$ cat src/rtl/stream_demux_pkg.sv
// Shared defaults and the packet-lock state type for the 1:N stream demultiplexer.
package stream_demux_pkg;

  localparam int DW_DEFAULT = 8;
  localparam int N_DEFAULT  = 4;

  typedef enum logic [0:0] {
    IDLE   = 1'b0,
    LOCKED = 1'b1
  } lock_state_e;

endpackage

$ cat src/rtl/demux_chan_reg.sv
// One-entry output register for a single demux channel (valid/ready skid-free slot).
module demux_chan_reg
  import stream_demux_pkg::*;
#(
  parameter int DW = DW_DEFAULT
) (
  input  logic          clk,
  input  logic          rst,
  input  logic          load,
  input  logic [DW-1:0] load_data,
  input  logic          ready,
  output logic [DW-1:0] data,
  output logic          valid
);

  // A load wins over a drain, so a same-cycle drain and reload keeps valid high.
  always_ff @(posedge clk or posedge rst) begin
    if (rst) begin
      data  <= '0;
      valid <= 1'b0;
    end else if (load) begin
      data  <= load_data;
      valid <= 1'b1;
    end else if (valid && ready) begin
      valid <= 1'b0;
    end
  end

endmodule

$ cat src/rtl/stream_demux_1xn.sv
// 1:N stream demultiplexer with registered per-channel outputs.
// Optional packet lock (route a whole packet by its first-beat select) via STREAM_DEMUX_PKT_LOCK_EN.
module stream_demux_1xn
  import stream_demux_pkg::*;
#(
  parameter int DW = DW_DEFAULT,
  parameter int N  = N_DEFAULT
) (
  input  logic                 clk,
  input  logic                 rst,
  input  logic [DW-1:0]        i_data,
  input  logic                 i_valid,
  output logic                 i_ready,
  input  logic [$clog2(N)-1:0] s,
  input  logic                 i_last,
  output logic [N*DW-1:0]      y_data,
  output logic [N-1:0]         y_valid,
  input  logic [N-1:0]         y_ready,
  output logic                 drop
);

  localparam int SW = $clog2(N);
  localparam logic [SW:0] N_EXT = (SW+1)'(N);

  logic [SW-1:0] dest_s;
  logic          in_range_s;
  logic          full_s;
  logic          accept_s;
  logic [N-1:0]  load_s;
  logic          drop_r;

`ifdef STREAM_DEMUX_PKT_LOCK_EN
  lock_state_e   state_r;
  lock_state_e   state_nxt_s;
  logic [SW-1:0] lock_d_r;
  logic [SW-1:0] lock_d_nxt_s;

  // Lock state and latched destination registers.
  always_ff @(posedge clk or posedge rst) begin
    if (rst) begin
      state_r  <= IDLE;
      lock_d_r <= '0;
    end else begin
      state_r  <= state_nxt_s;
      lock_d_r <= lock_d_nxt_s;
    end
  end

  // While locked the live select is ignored in favour of the first beat's select.
  always_comb begin
    dest_s = s;
    if (state_r == LOCKED) begin
      dest_s = lock_d_r;
    end else begin
      dest_s = s;
    end
  end

  // Next-state: open a packet on a non-final accept, close it on the final one.
  always_comb begin
    state_nxt_s  = state_r;
    lock_d_nxt_s = lock_d_r;
    case (state_r)
      IDLE: begin
        if (accept_s && !i_last) begin
          state_nxt_s  = LOCKED;
          lock_d_nxt_s = s;
        end else begin
          state_nxt_s  = IDLE;
        end
      end
      LOCKED: begin
        if (accept_s && i_last) begin
          state_nxt_s = IDLE;
        end else begin
          state_nxt_s = LOCKED;
        end
      end
      default: begin
        state_nxt_s = IDLE;
      end
    endcase
  end
`else
  logic unused_last_s;
  assign unused_last_s = i_last;

  // Without packet lock every beat is routed by its own select.
  always_comb begin
    dest_s = s;
  end
`endif

  // Out-of-range destinations never match a channel, so they always look ready.
  always_comb begin
    in_range_s = ({1'b0, dest_s} < N_EXT);
    full_s     = 1'b0;
    for (int k = 0; k < N; k++) begin
      full_s = full_s | ((dest_s == SW'(k)) && y_valid[k] && !y_ready[k]);
    end
  end

  assign i_ready  = !full_s;
  assign accept_s = i_valid && i_ready;

  // One-hot channel load strobe.
  always_comb begin
    load_s = '0;
    for (int k = 0; k < N; k++) begin
      load_s[k] = accept_s && (dest_s == SW'(k));
    end
  end

  // Discard pulse for beats accepted toward a non-existent channel.
  always_ff @(posedge clk or posedge rst) begin
    if (rst) begin
      drop_r <= 1'b0;
    end else begin
      drop_r <= accept_s && !in_range_s;
    end
  end

  assign drop = drop_r;

  for (genvar g = 0; g < N; g++) begin : g_chan
    demux_chan_reg #(
      .DW(DW)
    ) u_chan (
      .clk       (clk),
      .rst       (rst),
      .load      (load_s[g]),
      .load_data (i_data),
      .ready     (y_ready[g]),
      .data      (y_data[g*DW +: DW]),
      .valid     (y_valid[g])
    );
  end

endmodule
$ cat config.mk
export PLATFORM = sky130hd
export DESIGN_NAME = stream_demux_1xn
export DESIGN_NICKNAME = d
export VERILOG_FILES = /design/src/rtl/stream_demux_pkg.sv /design/src/rtl/demux_chan_reg.sv /design/src/rtl/stream_demux_1xn.sv
export SDC_FILE = /design/constraint.sdc
export NUM_CORES = 1
export LEC_CHECK = 0
export BUFFER_PORTS_ARGS = -buffer_cell sky130_fd_sc_hd__clkbuf_2
export CAP_MARGIN = 25
export CORE_ASPECT_RATIO = 1.4
export CORE_MARGIN = 2
export CORE_UTILIZATION = 30
export DETAILED_ROUTE_END_ITERATION = 8
export PLACE_DENSITY_LB_ADDON = 0.12
export REMOVE_ABC_BUFFERS = 1
export SKIP_LAST_GASP = 1
export SYNTH_ARGS = -nofsm -noshare
export SYNTH_HDL_FRONTEND = slang
export SYNTH_HIERARCHICAL = 1
export SYNTH_SLANG_ARGS = --single-unit
$ cat constraint.sdc
create_clock -name clk -period 1.45 [get_ports clk]
set_clock_uncertainty 0.2 [all_clocks]
set_input_delay 0.29 -clock clk [delete_from_list [all_inputs] [get_ports clk]]
set_output_delay 0.29 -clock clk [all_outputs]
set_load 0.03 [all_outputs]
==> After elaboration in Yosys (flattened, before gate mapping) <==
Index checks and enable logic that the tools add are counted.
{ "word_totals": {"input_bits": 18, "word_cells": 49, "register_bits": 36, "output_inout_bits": 38} }
{ "classes": {"bitwise": 3, "n_eq_ne": 3, "mux": 8, "reduce_logical": 27} }
{ "ops": {"columns": ["op", "count"], "rows": [
  ["$logic_and A1 B1 Y1", 17],
  ["$mux W1", 8],
  ["$reduce_bool A2 Y1", 4],
  ["$logic_not A1 Y1", 5],
  ["$eq A2 B2 Y1 const B", 2],
  ["$or A1 B1 Y1", 3],
  ["$eq A2 B1 Y1 const B", 1],
  ["$logic_not A2 Y1", 1]
]} }

==> Longest topological paths before layout <==
{ "logic_depth": {"word_depth": 10, "ltp_mapped": 4, "depth_no_buf": 3} }

==> Hierarchy <==
Netlist, hierarchy kept.
{ "by_module_without_submodules": {"columns": ["mod", "seq_area_each_um2", "instances", "area_per_inst_um2", "cells_per_inst"], "rows": [
  ["demux_chan_reg", 225.2, 4, 372.9, 21],
  ["stream_demux_1xn", 0.0, 1, 112.6, 11]
]} }

==> Worst setup path before layout <==
No wires, ideal clock.
{ "synth_timing": {"kind": "reg-to-reg", "startpoint": "register g_chan[0].u_chan.valid", "endpoint": "register g_chan[0].u_chan.data[0]", "t_arrival_ns": 1.352, "t_required_ns": 1.125, "path_slack_ns": -0.227, "period_less_slack_ns": 1.677, "stages_incl_launch_ff": 5, "setup_time_ns": 0.125, "n_path_buf": 1, "cell_sequence": "dfrtp_1 -> nand2b_1 -> nor4bb_1 -> buf_6 -> mux2_4"} }
{ "synth_between": {"elab_chain_len": 8} }
{ "synth_lines": {"columns": ["element", "line", "text"], "rows": [
  ["start: declaration", "demux_chan_reg.sv:13", "output logic valid"],
  ["start signal: assignment", "demux_chan_reg.sv:20", "valid <= 1'b0;"],
  ["start signal: assignment", "demux_chan_reg.sv:23", "valid <= 1'b1;"],
  ["start signal: assignment", "demux_chan_reg.sv:25", "valid <= 1'b0;"],
  ["$logic_and A1 B1 Y1 (2 in series)", "stream_demux_1xn.sv:99", "full_s = full_s | ((dest_s == SW'(k)) && y_valid[k] && !y_ready[k]);"],
  ["$or A1 B1 Y1 (3 in series)", "stream_demux_1xn.sv:99", null],
  ["$logic_not A1 Y1", "stream_demux_1xn.sv:103", "assign i_ready = !full_s;"],
  ["$logic_and A1 B1 Y1", "stream_demux_1xn.sv:104", "assign accept_s = i_valid && i_ready;"],
  ["$logic_and A1 B1 Y1", "stream_demux_1xn.sv:110", "load_s[k] = accept_s && (dest_s == SW'(k));"],
  ["via load_s[0]", "stream_demux_1xn.sv:29", "logic [N-1:0] load_s;"],
  ["end signal: assignment", "demux_chan_reg.sv:22", "data <= load_data;"],
  ["end: declaration", "demux_chan_reg.sv:12", "output logic [DW-1:0] data,"]
]} }
The timed path passes the listed nets, and every way through them passes these cells.
A chain may end at the register's enable or synchronous reset.

==> Worst setup path after layout <==
{ "layout_timing": {"startpoint": "register g_chan[3].u_chan.valid", "endpoint": "output i_ready"} }
{ "layout_between": {"elab_chain_len": 4} }
{ "layout_lines": {"columns": ["element", "line", "text"], "rows": [
  ["start: declaration", "demux_chan_reg.sv:13", null],
  ["start signal: assignment", "demux_chan_reg.sv:20", null],
  ["start signal: assignment", "demux_chan_reg.sv:23", null],
  ["start signal: assignment", "demux_chan_reg.sv:25", null],
  ["$logic_and A1 B1 Y1 (2 in series)", "stream_demux_1xn.sv:99", null],
  ["$or A1 B1 Y1", "stream_demux_1xn.sv:99", null],
  ["$logic_not A1 Y1", "stream_demux_1xn.sv:103", null],
  ["end: declaration", "stream_demux_1xn.sv:13", "output logic i_ready,"]
]} }
Every way passes these cells.

==> results by group <==
Route
  • Initial drt markers: 29
  • Vias post-DR: 1018
  • 1st-pass router iterations: 4
  • DRC viols: 0
  • Average vias per placed instance: 4.31
  • Wire per inst: 15.9 um
  • ANT nets after route: 0
  • WL final: 3.75 mm

Placement
  • Gpl congestion: 0.729
  • Input/output buffers: 53
  • Post-place instance area: 0.00205 sq mm
  • Dpl hpwl: 2.59 mm

Synthesis
  • Area share of the largest cell type after synthesis: 56.2%
  • Distinct cells, synth: 13
  • Post-Syn Area: 0.00160 sq mm
  • Cell taking the most area after synthesis: dfrtp_1
  • Yosys warns: 6
  • FF+latch count, synth: 36
  • Cells after Synth: 95
  • Seq/Total Area, Yosys: 56.2%
  • Syn Area/Cell: 16.9 sq um
  • Area contributors post-synth: dfrtp_1 56%, mux2_4 30%, buf_6 2.8%

Clock network
  • Reg clk slew, reported paths: 0.08 ns
  • CTS buffer count: 5
  • Bufs on Longest Clock Path: 2
  • H-tree depth: 2
  • Sink Count: 36
  • TritonCTS clock tree: yes
  • Clk Latency, worst-skew pair: 0.28 ns
  • Clk root buf: clkbuf_8

Die
  • Rows: 31
  • Die span in x: 65.8 um
  • Die area: 0.00596 sq mm
  • Initial Utilization: 31.1%
  • I/O pin count: 56
  • Die Y: 90.5 um
  • Core ar.: 0.00516 sq mm

Timing
  • Worst setup slack after layout: -0.415 ns
  • Minimum clock period: 1.86 ns
  • Final setup viols: 36
  • Tcrit/Tclk final: 129%
  • Fmax: 536 MHz
  • RSZ-0062 raised after global routing: yes
  • Pins Over Slew Limit: 0
  • Setup TNS: -4.53 ns
  • Fin. Hold Viols: 0

Power and ir drop
  • Total Power: 3.31 mW
  • Pleak: 1.20 nW
  • VDD IR max: 0.654 mV
  • Power Dens Cells: 1430 mW/mm^2

Setup path
  • CP Max Fanout: 2
  • Critical path data arrival time: 1.37 ns
  • CP Cell Sequence: nand2b_4 -> mux4_2 -> buf_8
  • Crit path capture type: primary output
  • Delay of the slowest critical-path stage: 0.48 ns
  • Critical path type: flip-flop to primary output
  • Worst EP required: 0.96 ns
  • CP max stage cell: mux4_2
  • Category of the worst setup path launch point: flip-flop

GRT
  • Met3 Use GR: 3.62%
  • Overflow after GRT: 0
  • Busiest layer in global routing: met2
  • Pin count of the biggest net entering global routing: 12
  • Grt met1 use: 17.9%
  • First-pass GRT wire length: 6.01 mm
  • Grt met2 use: 22.4%
  • Initial antenna violation count: 0
  • Number of global-route vias before repair: 1091
  • GRT Util Overall: 13.8%

Finish
  • Fillers: 476
  • # diodes: 0
  • Commonest non-fill, non-tap cell in the layout: clkbuf_2
  • Commonest cells after routing, fill and taps aside: 48 x clkbuf_2, 36 x dfrtp_1, 32 x mux2_4, 8 x inv_1, 8 x buf_4
  • Post-route cell area: 0.00232 sq mm
  • Layout Area Growth over Synthesis: 44.9%
  • Fin nets: 187
  • Layout cells sized above 1: 71.2%

Flow run
  • Maxcap violations: 0

Run status
  • Status: finished, violations left
  • Failing checks: setup timing

Worst hold path
  • Min-Delay Path Class: input port to flip-flop
-- critical path: cells and delay by family, from the launching register on --
family | cells | cell delay [ns]
DFF | 1 | 0.39
buffers and inverters | 1 | 0.15
muxes | 1 | 0.48
and+or+nand+nor | 1 | 0.06
-- state kept, by name (all words and copies together), names as in the netlist --
register	flops
g_chan.u_chan/data	32
g_chan.u_chan/valid	4
-- power by group --
group          leakage (nW)  internal (mW)  total [mW]  switching, mW
Sequential            0.432           1.20        1.32          0.123
Combinational         0.714          0.495        1.12          0.627
Clock                0.0552          0.510       0.866          0.356
Total                  1.20           2.21        3.31           1.11
-- path summary, 6_finish.rpt --
check,start,to,slack (ns),cells past startpoint
min in group asynchronous,rst,g_chan[2].u_chan/data[7],0.36,3
min,y_ready[0],g_chan[0].u_chan/valid,0.06,3
max in group asynchronous,rst,g_chan[0].u_chan/data[5],0.35,3
max,g_chan[3].u_chan/valid,i_ready,-0.41,3
min reg2reg,g_chan[1].u_chan/data[2],g_chan[1].u_chan/data[2],0.31,1
max reg2reg,g_chan[3].u_chan/valid,g_chan[3].u_chan/data[7],-0.21,6
-- what timing repair did --
| item | 4_1_cts | 5_1_grt |
|---|---|---|
| hold buffers | 1 | 0 |
| resized for setup | 17 | 10 |
| pin swaps | 3 | 0 |
| cloned | 2 | 1 |
| setup buffers | 5 | 3 |
| setup endpoints to repair | 37 | 38 |
| endpoints found under the hold margin | 36 | 0 |
-- layer usage --
| layer | vias to the layer above | routed length (um) |
|---|---|---|
| met5 | - | 0 |
| met4 | 0 | 46 |
| met3 | 4 | 183 |
| met2 | 32 | 1940 |
| met1 | 511 | 1590 |
| li1 | 471 | - |
-- synthesized netlist by cell type --
master,number
dfrtp_1,36
mux2_4,32
inv_1,8
a21o_2,4
buf_6,4
and4b_1,2
nand2b_1,2
nand2b_4,2
and4_1,1
buf_4,1
conb_1,1
mux4_2,1
nor4bb_1,1
-- metrics by stage --
step                      worst slack [ns]  util [%]  cells  hold slack (ns)
after floorplan                      -1.20         -     90          -0.0821
after global placement              -0.229      39.7    220            0.117
after detailed placement            -0.224      39.7    220            0.112
after CTS                           -0.431      44.7    235           0.0511
after global routing                -0.472      45.1    236           0.0574
final                               -0.415      45.1    236           0.0591
-- cell families (layout without fill, tap and decap cells) --
family	Yosys count	count (layout)	share of synthesized area (%)
and+or+nand+nor	8	8	4.91
AOI/OAI and AO/OA	4	4	2.18
muxes	33	33	31.4
DFF	36	36	56.2
other	1	1	0.234
buffers and inverters	13	88	5.15
-- layout make-up --
type	instances	area, sq um	share of cell area (%)
clock buffer	6	72.6	3.12
clock inverter	2	35.0	1.51
inverter	8	30.0	1.29
multi-input combinational	46	641	27.6
sequential	36	901	38.8
tap	66	82.6	3.55
timing repair buffer	72	563	24.2
Note: power is estimated with default switching activity, not from simulation.
